File: src/rtl/dma_write_master.sv
// dma_write_master: AXI4 write-channel master draining a FWFT FIFO into memory in 4 KB-safe INCR bursts
//
// Ports:
//   clk, reset_n                            clock, asynchronous active-low reset
//   i_start, i_dst_addr, i_total_len        transfer request (word-aligned byte address, byte count)
//   i_fifo_data, i_fifo_empty, o_fifo_pop   first-word-fall-through source FIFO
//   o_busy, o_write_done, o_write_err       busy level, completion pulse, sticky non-OKAY BRESP flag
//   m_axi_aw*, m_axi_w*, m_axi_b*           AXI4 write address, data and response channels
//
// Build option:
//   DMA_WR_ERR_ABORT_EN  when defined, a non-OKAY BRESP ends the transfer after the current burst.
module dma_write_master #(
    parameter int C_M_AXI_BURST_LEN  = 16,
    parameter int C_M_AXI_ADDR_WIDTH = 32,
    parameter int C_M_AXI_DATA_WIDTH = 32
) (
    input  logic                            clk,
    input  logic                            reset_n,
    input  logic                            i_start,
    input  logic [C_M_AXI_ADDR_WIDTH-1:0]   i_dst_addr,
    input  logic [31:0]                     i_total_len,
    input  logic [C_M_AXI_DATA_WIDTH-1:0]   i_fifo_data,
    input  logic                            i_fifo_empty,
    output logic                            o_fifo_pop,
    output logic                            o_busy,
    output logic                            o_write_done,
    output logic                            o_write_err,
    output logic [C_M_AXI_ADDR_WIDTH-1:0]   m_axi_awaddr,
    output logic [7:0]                      m_axi_awlen,
    output logic [2:0]                      m_axi_awsize,
    output logic [1:0]                      m_axi_awburst,
    output logic                            m_axi_awvalid,
    input  logic                            m_axi_awready,
    output logic [C_M_AXI_DATA_WIDTH-1:0]   m_axi_wdata,
    output logic [C_M_AXI_DATA_WIDTH/8-1:0] m_axi_wstrb,
    output logic                            m_axi_wlast,
    output logic                            m_axi_wvalid,
    input  logic                            m_axi_wready,
    input  logic [1:0]                      m_axi_bresp,
    input  logic                            m_axi_bvalid,
    output logic                            m_axi_bready
);
    typedef enum logic [2:0] {S_IDLE, S_AW, S_W, S_B, S_DONE} state_t;

    state_t                        state_q, state_d;
    logic [C_M_AXI_ADDR_WIDTH-1:0] addr_q, addr_d, nxt_addr;
    logic [30:0]                   rem_q, rem_d, nxt_rem;
    logic [1:0]                    tail_q, tail_d;
    logic [8:0]                    beats_q, beats_d, cnt_q, cnt_d;
    logic [7:0]                    awlen_q, awlen_d;
    logic                          awvalid_q, awvalid_d, bready_q, bready_d;
    logic                          err_q, err_d, zero_q, zero_d;
    logic                          in_w, final_beat;

    // Beats for the next burst: limited by what is left, the burst cap and the room before the 4 KB line.
    function automatic logic [8:0] burst_beats(input logic [11:0] a, input logic [30:0] r);
        logic [10:0] cap;
        cap = 11'((13'd4096 - {1'b0, a}) >> 2);
        cap = (cap < 11'(C_M_AXI_BURST_LEN)) ? cap : 11'(C_M_AXI_BURST_LEN);
        return ({20'd0, cap} < r) ? cap[8:0] : r[8:0];
    endfunction

    always_comb begin
        state_d  = state_q;
        addr_d   = addr_q;
        rem_d    = rem_q;
        tail_d   = tail_q;
        beats_d  = beats_q;
        cnt_d    = cnt_q;
        err_d    = err_q;
        zero_d   = zero_q;
        nxt_addr = addr_q + C_M_AXI_ADDR_WIDTH'({beats_q, 2'b00});
        nxt_rem  = rem_q - 31'(beats_q);
        case (state_q)
            S_IDLE: begin
                if (i_start) begin
                    addr_d  = i_dst_addr;
                    rem_d   = {1'b0, i_total_len[31:2]} + 31'(|i_total_len[1:0]);
                    tail_d  = i_total_len[1:0];
                    beats_d = burst_beats(i_dst_addr[11:0], rem_d);
                    cnt_d   = '0;
                    err_d   = 1'b0;
                    // A zero-length request spends one extra DONE cycle so its pulse lands two cycles after start.
                    zero_d  = (i_total_len == 32'd0);
                    state_d = zero_d ? S_DONE : S_AW;
                end
            end
            S_AW: begin
                if (m_axi_awready) state_d = S_W;
            end
            S_W: begin
                if (m_axi_wvalid && m_axi_wready) begin
                    cnt_d = cnt_q + 9'd1;
                    if (m_axi_wlast) state_d = S_B;
                end
            end
            S_B: begin
                if (m_axi_bvalid) begin
                    if (m_axi_bresp != 2'b00) err_d = 1'b1;
                    addr_d  = nxt_addr;
                    rem_d   = nxt_rem;
                    cnt_d   = '0;
                    beats_d = burst_beats(nxt_addr[11:0], nxt_rem);
`ifdef DMA_WR_ERR_ABORT_EN
                    state_d = (nxt_rem != '0 && m_axi_bresp == 2'b00) ? S_AW : S_DONE;
`else
                    state_d = (nxt_rem != '0) ? S_AW : S_DONE;
`endif
                end
            end
            S_DONE: begin
                zero_d  = 1'b0;
                state_d = zero_q ? S_DONE : S_IDLE;
            end
            default: state_d = S_IDLE;
        endcase
        awvalid_d = (state_d == S_AW);
        bready_d  = (state_d == S_B);
        awlen_d   = (state_d == S_AW) ? 8'(beats_d - 9'd1) : awlen_q;
    end

    always_ff @(posedge clk or negedge reset_n) begin
        if (!reset_n) begin
            state_q   <= S_IDLE;
            addr_q    <= '0;
            rem_q     <= '0;
            tail_q    <= '0;
            beats_q   <= '0;
            cnt_q     <= '0;
            awlen_q   <= '0;
            awvalid_q <= 1'b0;
            bready_q  <= 1'b0;
            err_q     <= 1'b0;
            zero_q    <= 1'b0;
        end else begin
            state_q   <= state_d;
            addr_q    <= addr_d;
            rem_q     <= rem_d;
            tail_q    <= tail_d;
            beats_q   <= beats_d;
            cnt_q     <= cnt_d;
            awlen_q   <= awlen_d;
            awvalid_q <= awvalid_d;
            bready_q  <= bready_d;
            err_q     <= err_d;
            zero_q    <= zero_d;
        end
    end

    assign in_w          = (state_q == S_W);
    // The last beat of the last burst carries the partial-word strobe.
    assign final_beat    = m_axi_wlast && (rem_q == 31'(beats_q));
    assign m_axi_awaddr  = addr_q;
    assign m_axi_awlen   = awlen_q;
    assign m_axi_awsize  = 3'b010;
    assign m_axi_awburst = 2'b01;
    assign m_axi_awvalid = awvalid_q;
    assign m_axi_wvalid  = in_w && !i_fifo_empty;
    assign m_axi_wdata   = in_w ? i_fifo_data : '0;
    assign m_axi_wlast   = in_w && (cnt_q == beats_q - 9'd1);
    assign m_axi_wstrb   = !in_w ? 4'h0 :
                           (!final_beat || tail_q == 2'd0) ? 4'hF :
                           (tail_q == 2'd1) ? 4'h1 :
                           (tail_q == 2'd2) ? 4'h3 : 4'h7;
    assign m_axi_bready  = bready_q;
    assign o_fifo_pop    = m_axi_wvalid && m_axi_wready;
    assign o_write_done  = (state_q == S_DONE) && !zero_q;
    assign o_busy        = (state_q != S_IDLE) && !o_write_done;
    assign o_write_err   = err_q;
endmodule

File: config.mk
export PLATFORM = sky130hd
export DESIGN_NAME = dma_write_master
export DESIGN_NICKNAME = d
export VERILOG_FILES = /design/src/rtl/dma_write_master.sv
export SDC_FILE = /design/constraint.sdc
export NUM_CORES = 1
export LEC_CHECK = 0
export BUFFER_PORTS_ARGS = -buffer_cell sky130_fd_sc_hd__buf_2
export CORE_UTILIZATION = 44
export DETAILED_ROUTE_END_ITERATION = 7
export PLACE_DENSITY = 0.68
export REMOVE_ABC_BUFFERS = 1
export SETUP_SLACK_MARGIN = 0.15
export SYNTH_ARGS = -nofsm -noshare
export SYNTH_HDL_FRONTEND = slang
export SYNTH_SLANG_ARGS = --single-unit
File: constraint.sdc
create_clock -name clk -period 5.2 [get_ports clk]
set_input_delay 1.56 -clock clk [delete_from_list [all_inputs] [get_ports clk]]
set_output_delay 1.56 -clock clk [all_outputs]
set_load 0.01 [all_outputs]
==> impl_metrics.csv <==
group,metric,value,unit
run_status,status,"finished clean",
hold_path,hold_class,"reg2reg",
synth,syn_area_per_cell,7.72,um^2
clock_tree,path_clk_slew,70,ps
setup_path,critPathArrivalTime,5490,ps
clock_tree,cts_tree,"done",
power,clkPwrFrac,0.117,
finish,layout_commonest_cell,"buf_2",
timing,slew_viol_final,0,
timing,fin_crit_sh,0.998,
detailed_routing,wl_per_cell,17.6,um
synth,synthCells,1118,
power,p_leak,5.31,nW
timing,rsz0062_at_grt,"yes",
clock_tree,htree_num_levels,3,
placement,gp_congestion,0.941,
clock_tree,cts_sinks,98,
placement,hpwl,22800,um
die,io_pins,194,
grt,grt_pass1_wl,46300,um
die,fp.dieW,142,um
synth,synth_cell_type_count,82,
finish,layout.nets,1582,
detailed_routing,remaining_drc_errors,0,
clock_tree,insertion_delay,360,ps
job,cap_violations,0,
power,switching_power,0.00282,W
grt,grt_pass1_vias,8959,
power,p_comb_frac,0.644,
die,die-area,0.0202,mm^2
die,initial_core_util,0.455,
finish,multi_input_area,0.00613,mm^2
timing,hold_violations,0,
placement,dp.cells,1666,
power,swShare,0.482,
timing,finalClockSkew,7.90,ps
timing,setup_viol,0,
timing,tightest_slew,877,ps
finish,n_antenna_cell,0,
setup_path,criticalPathCategory,"in2reg",
finish,fillers,1738,
clock_tree,cts_buffer_depth,2,
clock_tree,numCtsBuffers,9,
setup_path,worstPathMaxFanout,4,
die,die_h,142,um
detailed_routing,vias,9621,
finish,layout.cells.non_filler,1694,
finish,final_layout_size_suffix_gt1_frac,0.303,
detailed_routing,drt_iter0_markers,606,
power,ir_worst_vdd,0.000236,V
timing,hold_slack,494,ps
grt,grt_usage,0.293,
synth,ys_seq_elements,98,
placement,io_buffers,188,
power,pwr-share-seq,0.239,
synth,ys_async_sr_fraction,1.00,
synth,syn_area,0.00863,mm^2
grt,grt_antenna_before_repair,0,
setup_path,regToRegSetupSlack,100,ps
finish,seq_area,0.00245,mm^2
finish,final_cell_mix,"185 x buf_2, 154 x buf_4, 110 x nand2_1, 100 x nor2_1, 98 x dfrtp_1",
setup_path,endpoint_kind,"flip-flop",
detailed_routing,ant_nets,0,
synth,synth_edf_count,0,
finish,area_growth,33.1,%
detailed_routing,wirelength,29700,um
timing,slew_headroom,0.400,
grt,overflow,0,
setup_path,required,5500,ps
die,rows,50,
clock_tree,root_buffer,"clkbuf_16",
synth,ys.flop_type,"dfrtp_1",
synth,yosysSeqAreaShare,0.284,
synth,synth_warnings,0,
power,p_int,0.00303,W
detailed_routing,dr.pass1.iters,5,
power,power.density,509,mW/mm^2
setup_path,start_kind,"primary input",
timing,fmax,0.193,GHz
timing,fin_crit,5190,ps
die,core-area,0.0190,mm^2
grt,grt_max_degree,78,
detailed_routing,vias_per_cell,5.68,
## per-stage QoR
step	setup slack [ps]	total power, W	cell area, um^2	setup TNS, ps	utilization
3_3_place_gp	-580	0.00484	10800	-3070	0.569
4_1_cts	-42.6	0.00571	11300	-42.6	0.595
6_report	9.41	0.00584	11500	0	0.606
5_1_grt	-141	0.00630	11500	-355	0.606
3_5_place_dp	-698	0.00492	10800	-3760	0.569
2_1_floorplan	-383	0.00355	8440	-2920	-
## cell type report
type                       count  area share
clock inverter                 4     0.00468
timing repair buffer         344       0.186
inverter                      42      0.0137
clock buffer                  11      0.0203
sequential                    98       0.213
tap                          260      0.0283
multi-input combinational    935       0.533
## layer usage
metal / vias to the layer above / track usage / wire [um] / part of all wire
li1: 4699 / - / - / -
met1: 4561 / 0.383 / 13000 / 0.44
met2: 310 / 0.489 / 14400 / 0.48
met3: 51 / 0.0444 / 1510 / 0.051
met4: 0 / 0.104 / 767 / 0.026
met5: - / 0 / 0 / 0
## flip-flops by register name (all words and copies together), names as in the netlist
| register | count |
|---|---|
| m_axi_awlen | 8 |
| m_axi_awaddr | 32 |
| o_write_err | 1 |
| state_q | 3 |
| cnt_q | 9 |
| beats_q | 9 |
| m_axi_bready | 1 |
| tail_q | 2 |
| m_axi_awvalid | 1 |
| rem_q | 31 |
| zero_q | 1 |
## critical path, cell delays in order
cell and delay, ps:
buf_6 90, or2_4 280, ha_4 180, ha_4 160, buf_6 110, nand3_4 50
xor2_2 160, ha_1 270, a21o_1 190, a21o_1 190, a21oi_2 150, o221ai_2 120
buf_4 150, nand4b_1 90, buf_6 130, or2_1 110, o211ai_1 110, a311o_1 380
or4_4 490, or4_1 400, nand3_1 100
## kinds of logic after synthesis
kind of cell / after synthesis / share of synthesized area
other cells: 2 / 0.000870
fa+ha+maj: 47 / 0.0699
simple gates: 479 / 0.291
xor+xnor: 64 / 0.0650
mux: 5 / 0.00595
flops: 98 / 0.284
compound gates: 323 / 0.236
buf+inv: 100 / 0.0467
## synth_stat cells (all sizes together), types with 4 or more instances
library cell,n,share of area
o21a,8,0.0070
a21oi,85,0.049
and4,4,0.0041
nor2b,6,0.0044
a21o,18,0.016
dfrtp,98,0.28
clkbuf,48,0.021
nand4,27,0.022
o22ai,14,0.010
nor3,21,0.012
xor2,26,0.026
a31oi,20,0.015
or4,12,0.011
a22oi,9,0.0078
nand2,111,0.048
a221oi,6,0.0061
o22a,4,0.0041
a22o,5,0.0051
o31ai,8,0.0070
a2bb2oi,4,0.0041
or3b,4,0.0041
and2,41,0.030
and3,21,0.015
a32oi,4,0.0041
ha,45,0.065
nor4,25,0.022
nand3,48,0.028
o211ai,9,0.0084
xnor2,38,0.039
nand2b,10,0.0073
inv,42,0.018
mux2i,4,0.0046
or2,17,0.012
a211oi,4,0.0035
or3,15,0.011
buf,10,0.0073
nor2,103,0.045
a2111oi,5,0.0051
o21ai,89,0.052
## worst paths after layout
path,startpoint,end,depth (start not counted)
worst max-delay path,i_total_len[1],m_axi_awlen[7],21
max in group asynchronous,reset_n,rem_q[13],2
min in group asynchronous,reset_n,m_axi_awaddr[8],1
worst max register to register,m_axi_awaddr[2],m_axi_awlen[6],23
worst min register to register,m_axi_awlen[0],m_axi_awlen[0],2
worst min-delay path,m_axi_awlen[0],m_axi_awlen[0],2
## timing repair
action,4_1_cts,5_1_grt
endpoints found under the setup margin,7,7
buffers inserted,7,6
resized for setup,31,31
hold buffers,0,0
gates cloned,0,0
pin swaps,32,27
## power groups by stage
stage	Sequential (W)	Combinational, W	Clock, W
floorplan	0.00141	0.00214	0
global placement	0.00139	0.00345	0
detailed placement	0.00140	0.00352	0
CTS	0.00139	0.00363	0.000690
global route	0.00145	0.00414	0.000713
finish	0.00140	0.00376	0.000683
(Power assumes the default switching activity.)
